### config.mk
export PLATFORM = sky130hd
export DESIGN_NAME = rtr_output_credit_sched
export DESIGN_NICKNAME = d
export VERILOG_FILES = /design/src/rtl/rtr_output_credit_sched.sv
export SDC_FILE = /design/constraint.sdc
export NUM_CORES = 1
export LEC_CHECK = 0
export ABC_AREA = 1
export BUFFER_PORTS_ARGS = -buffer_cell sky130_fd_sc_hd__buf_2
export CORE_ASPECT_RATIO = 0.9
export CORE_MARGIN = 2
export CORE_UTILIZATION = 42
export DETAILED_ROUTE_END_ITERATION = 10
export SYNTH_ARGS = -nofsm -noshare
export SYNTH_HDL_FRONTEND = slang
export SYNTH_SLANG_ARGS = --single-unit
### constraint.sdc
create_clock -name clk -period 3.9 [get_ports clk]
set_clock_uncertainty 0.05 [all_clocks]
set_input_delay 0.78 -clock clk [delete_from_list [all_inputs] [get_ports clk]]
set_output_delay 0.78 -clock clk [all_outputs]
set_load 0.02 [all_outputs]
### src/rtl/rtr_output_credit_sched.sv
// Credit tracker and round-robin VC scheduler for one router output port.
// Each VC has one credit counter; a grant is given only to a requesting VC that holds credit.
module rtr_output_credit_sched #(
    parameter  int num_vcs         = 4,
    parameter  int buffer_size     = 8,
    localparam int vc_idx_width    = (num_vcs > 1) ? $clog2(num_vcs) : 1,
    localparam int flow_ctrl_width = (num_vcs > 1) ? 1 + vc_idx_width : 1,
    localparam int cred_width      = $clog2(buffer_size + 1)
) (
    input  logic                       clk,
    input  logic                       reset,
    input  logic [flow_ctrl_width-1:0] flow_ctrl_in,
    input  logic [num_vcs-1:0]         req_ovc,
    output logic [num_vcs-1:0]         gnt_ovc,
    output logic                       gnt_valid,
    output logic [num_vcs-1:0]         cred_avail_ovc,
    output logic [num_vcs-1:0]         empty_ovc,
    output logic                       error_ovf
);

    localparam logic [cred_width-1:0]   cnt_full = cred_width'(buffer_size);
    localparam logic [vc_idx_width-1:0] last_vc  = vc_idx_width'(num_vcs - 1);

    logic                    cred_valid_reg;
    logic [vc_idx_width-1:0] cred_idx_reg;
    logic [vc_idx_width-1:0] ptr_reg;
    logic                    error_ovf_reg;
    logic [num_vcs-1:0]      elig;
    logic [num_vcs-1:0]      gnt_next;
    logic [vc_idx_width-1:0] win_idx;
    logic                    idx_ok;
    logic [num_vcs-1:0]      ovf_vec;

    // With a single VC there is no index field: every credit targets VC 0.
    generate
        if (num_vcs > 1) begin : g_idx
            always_ff @(posedge clk) begin
                if (reset) begin
                    cred_valid_reg <= 1'b0;
                    cred_idx_reg   <= '0;
                end else begin
                    cred_valid_reg <= flow_ctrl_in[0];
                    cred_idx_reg   <= flow_ctrl_in[flow_ctrl_width-1:1];
                end
            end
        end else begin : g_noidx
            always_ff @(posedge clk) begin
                if (reset) begin
                    cred_valid_reg <= 1'b0;
                end else begin
                    cred_valid_reg <= flow_ctrl_in[0];
                end
            end
            assign cred_idx_reg = '0;
        end
    endgenerate

    assign idx_ok = (int'(cred_idx_reg) < num_vcs);
    assign elig   = req_ovc & cred_avail_ovc;

    // First eligible VC at or after the pointer, wrapping around.
    always_comb begin
        int v;
        v        = 0;
        gnt_next = '0;
        win_idx  = '0;
        for (int off = 0; off < num_vcs; off++) begin
            v = int'(ptr_reg) + off;
            if (v >= num_vcs) v = v - num_vcs;
            if (gnt_next == '0 && elig[v]) begin
                gnt_next[v] = 1'b1;
                win_idx     = vc_idx_width'(v);
            end
        end
    end

    assign gnt_ovc   = gnt_next;
    assign gnt_valid = |gnt_next;

    always_ff @(posedge clk) begin
        if (reset) begin
            ptr_reg <= '0;
        end else if (gnt_valid) begin
            ptr_reg <= (win_idx == last_vc) ? '0 : win_idx + 1'b1;
        end
    end

    generate
        for (genvar gi = 0; gi < num_vcs; gi++) begin : g_vc
            logic [cred_width-1:0] cnt_reg;
            logic                  ret;

            assign ret = cred_valid_reg && idx_ok && (int'(cred_idx_reg) == gi);

            // Simultaneous grant and return cancel; a lone return on a full counter saturates.
            always_ff @(posedge clk) begin
                if (reset) begin
                    cnt_reg <= cnt_full;
                end else if (ret && !gnt_next[gi]) begin
                    if (cnt_reg != cnt_full) cnt_reg <= cnt_reg + 1'b1;
                end else if (gnt_next[gi] && !ret) begin
                    cnt_reg <= cnt_reg - 1'b1;
                end
            end

            assign ovf_vec[gi]        = ret && !gnt_next[gi] && (cnt_reg == cnt_full);
            assign cred_avail_ovc[gi] = (cnt_reg != '0);
            assign empty_ovc[gi]      = (cnt_reg == cnt_full);
        end
    endgenerate

    always_ff @(posedge clk) begin
        if (reset) begin
            error_ovf_reg <= 1'b0;
        end else if ((|ovf_vec) || (cred_valid_reg && !idx_ok)) begin
            error_ovf_reg <= 1'b1;
        end
    end

    assign error_ovf = error_ovf_reg;

endmodule

==> impl_metrics.json <==
{
  "grt_overflow": 0,
  "setup_viol": 0,
  "die_area_um2": 5330,
  "worstSetupPathType": "flip-flop to output port",
  "drive_above_1_share_pct": 19.7,
  "fin_nets": 360,
  "gp_congestion": 0.847,
  "cts_buffers": 3,
  "hpwl_um": 3610,
  "rows": 23,
  "yosysMostFrequentCell": "nand2_1",
  "fin_crit_sh_pct": 92.1,
  "cts-root-buf": "clkbuf_8",
  "cts_resized": 0,
  "worstMarginPinSlew_ns": 0.572,
  "h-tree-depth": 1,
  "antenna_found_initial": 0,
  "hold_buffers": 0,
  "dr_total_vias": 1881,
  "synthCells": 304,
  "async_flop_share_pct": 0,
  "met3_usage_pct": 2.47,
  "outcome": "finished, final reports clean",
  "crit_fanout": 6,
  "drt_iter0_drc": 93,
  "clkTransAtPathRegs_ns": 0.09,
  "seqCellArea_um2": 440,
  "cts_tree": "built",
  "synth_cell_type_count": 27,
  "n_antenna_cell": 0,
  "gr-usage-met2_pct": 25.5,
  "ys_seq_area_share_pct": 22.0,
  "initial_core_util_pct": 44.3,
  "synth_area_per_cell_um2": 6.58,
  "synth_edf_count": 0,
  "multi_input_area_um2": 1370,
  "met1_usage_pct": 25.2,
  "track_usage_pct": 16.9,
  "crit_required_ns": 3.07,
  "fin_crit_ns": 3.59,
  "core_area_um2": 4520,
  "tns_ns": 0,
  "area_growth_pct": 13.3,
  "rsz0062_at_grt": "no",
  "clkSinkCount": 22,
  "synth_area_um2": 2000,
  "grt_pass1_wl_um": 7430,
  "relSlewSlack_pct": 61.6,
  "route.detailed.drc": 0,
  "dieHeight_um": 69.5,
  "grt-busiest-layer": "met2",
  "wl_per_cell_um": 11.1,
  "hold_path.class": "flip-flop to flip-flop",
  "cts_buffer_depth": 2,
  "synth.top_cell.area_share_pct": 22.0,
  "yosysTopAreaCell": "dfxtp_1",
  "finalMaxSlewViolations": 0,
  "fillers": 481,
  "cp-start-kind": "flip-flop",
  "insertion_delay_ns": 0.27,
  "grt_max_degree": 15,
  "largest_reg_flops": 16,
  "hold_viol": 0,
  "post_cts_buffers": 0,
  "drtAntennaViolNets": 0,
  "port_buffers": 22,
  "arrival_ns": 2.76,
  "ios": 23,
  "drt_wl_total_um": 4350,
  "synth_seq_cells": 22,
  "yosys_warnings": 0,
  "timing.fmax_mhz": 278,
  "die_x_um": 76.7,
  "end_kind": "output port",
  "ys_top_cells_by_count": "nand2_1, inv_1, nand3_1, nor2_1, dfxtp_1",
  "yosys_most_used_dff": "dfxtp_1",
  "synthesis.nets": 333,
  "maxCapViolCount": 0,
  "first_pass_iters": 4,
  "grt_pass1_vias": 1629,
  "viasPerCell": 4.80,
  "synthTopCellsByArea": "dfxtp_1, nand2_1, ha_1, nand3_1, inv_1"
}
[stage by stage]
step | std cells | util [%] | instance area, um2 | hold slack (ns) | setup WS [ns]
floorplan | 304 | - | 2000 | 0.400 | 0.578
global placement | 388 | 48.6 | 2190 | 0.421 | 0.380
detailed placement | 388 | 48.6 | 2190 | 0.414 | 0.328
CTS | 392 | 50.2 | 2270 | 0.435 | 0.279
global route | 392 | 50.2 | 2270 | 0.461 | 0.0268
finish | 392 | 50.2 | 2270 | 0.434 | 0.308
[path summary, 6_finish.rpt]
kind              slack (ns)                         endpoint  depth (start not counted)                            start
setup / recovery        0.31                        gnt_valid                         14          ptr_reg[1]$_SDFFE_PP0P_
hold / removal          0.43  g_vc[3].cnt_reg[3]$_SDFFE_PP1P_                          2  g_vc[3].cnt_reg[3]$_SDFFE_PP1P_
setup reg to reg        0.49  g_vc[1].cnt_reg[3]$_SDFFE_PP1P_                         22          ptr_reg[1]$_SDFFE_PP0P_
hold reg to reg         0.43  g_vc[3].cnt_reg[3]$_SDFFE_PP1P_                          2  g_vc[3].cnt_reg[3]$_SDFFE_PP1P_
[cell type report]
type,instances,area share [%]
multi-input cells,231,60.4
inverters,49,8.12
flip-flops and latches,22,19.4
well taps,62,3.42
clock buffers,3,1.82
clock inverters,1,1.33
repair buffers,24,5.52
[layout by cell type (no fill, tap or decap), drive strengths merged, types with 3 or more instances in the layout]
cell    instances
a21oi           4
clkbuf          3
dfxtp          22
xor2            4
fa              4
o21ai          13
nand3          43
nor3            4
ha             16
nand4          11
nor2           41
buf            24
a31oi           5
nand2          81
inv            49
[logic make-up after synthesis]
family | share of synthesized area (%)
AND/OR/NAND/NOR | 44.7
AO/OA/AOI/OAI | 7.38
XOR/XNOR | 1.75
flip-flops | 22.0
adder cells (fa/ha/maj) | 14.0
buffers and inverters | 9.57
multiplexers | 0.501
[metal layers]
metal / part of all wire [%] / vias to the layer above
met4: 0.58 / 0
met2: 42 / 33
li1: - / 1037
met3: 3.5 / 2
met5: 0 / -
met1: 54 / 809
[critical path, stage by stage (launching register included)]
cell and delay, ns:
dfxtp_1 0.32, buf_4 0.16, ha_1 0.28, o41ai_4 0.47, nand3_1 0.11, nand2_1 0.11
nor2_2 0.07, nand3_1 0.11, nand3_2 0.11, nor2_4 0.15, nand3_2 0.11, nand2_2 0.14
nor2_1 0.07, nand2_2 0.10, buf_2 0.17
Power is not shown: default switching activity piles up to over one toggle a cycle in this logic, so the estimate is an artifact.
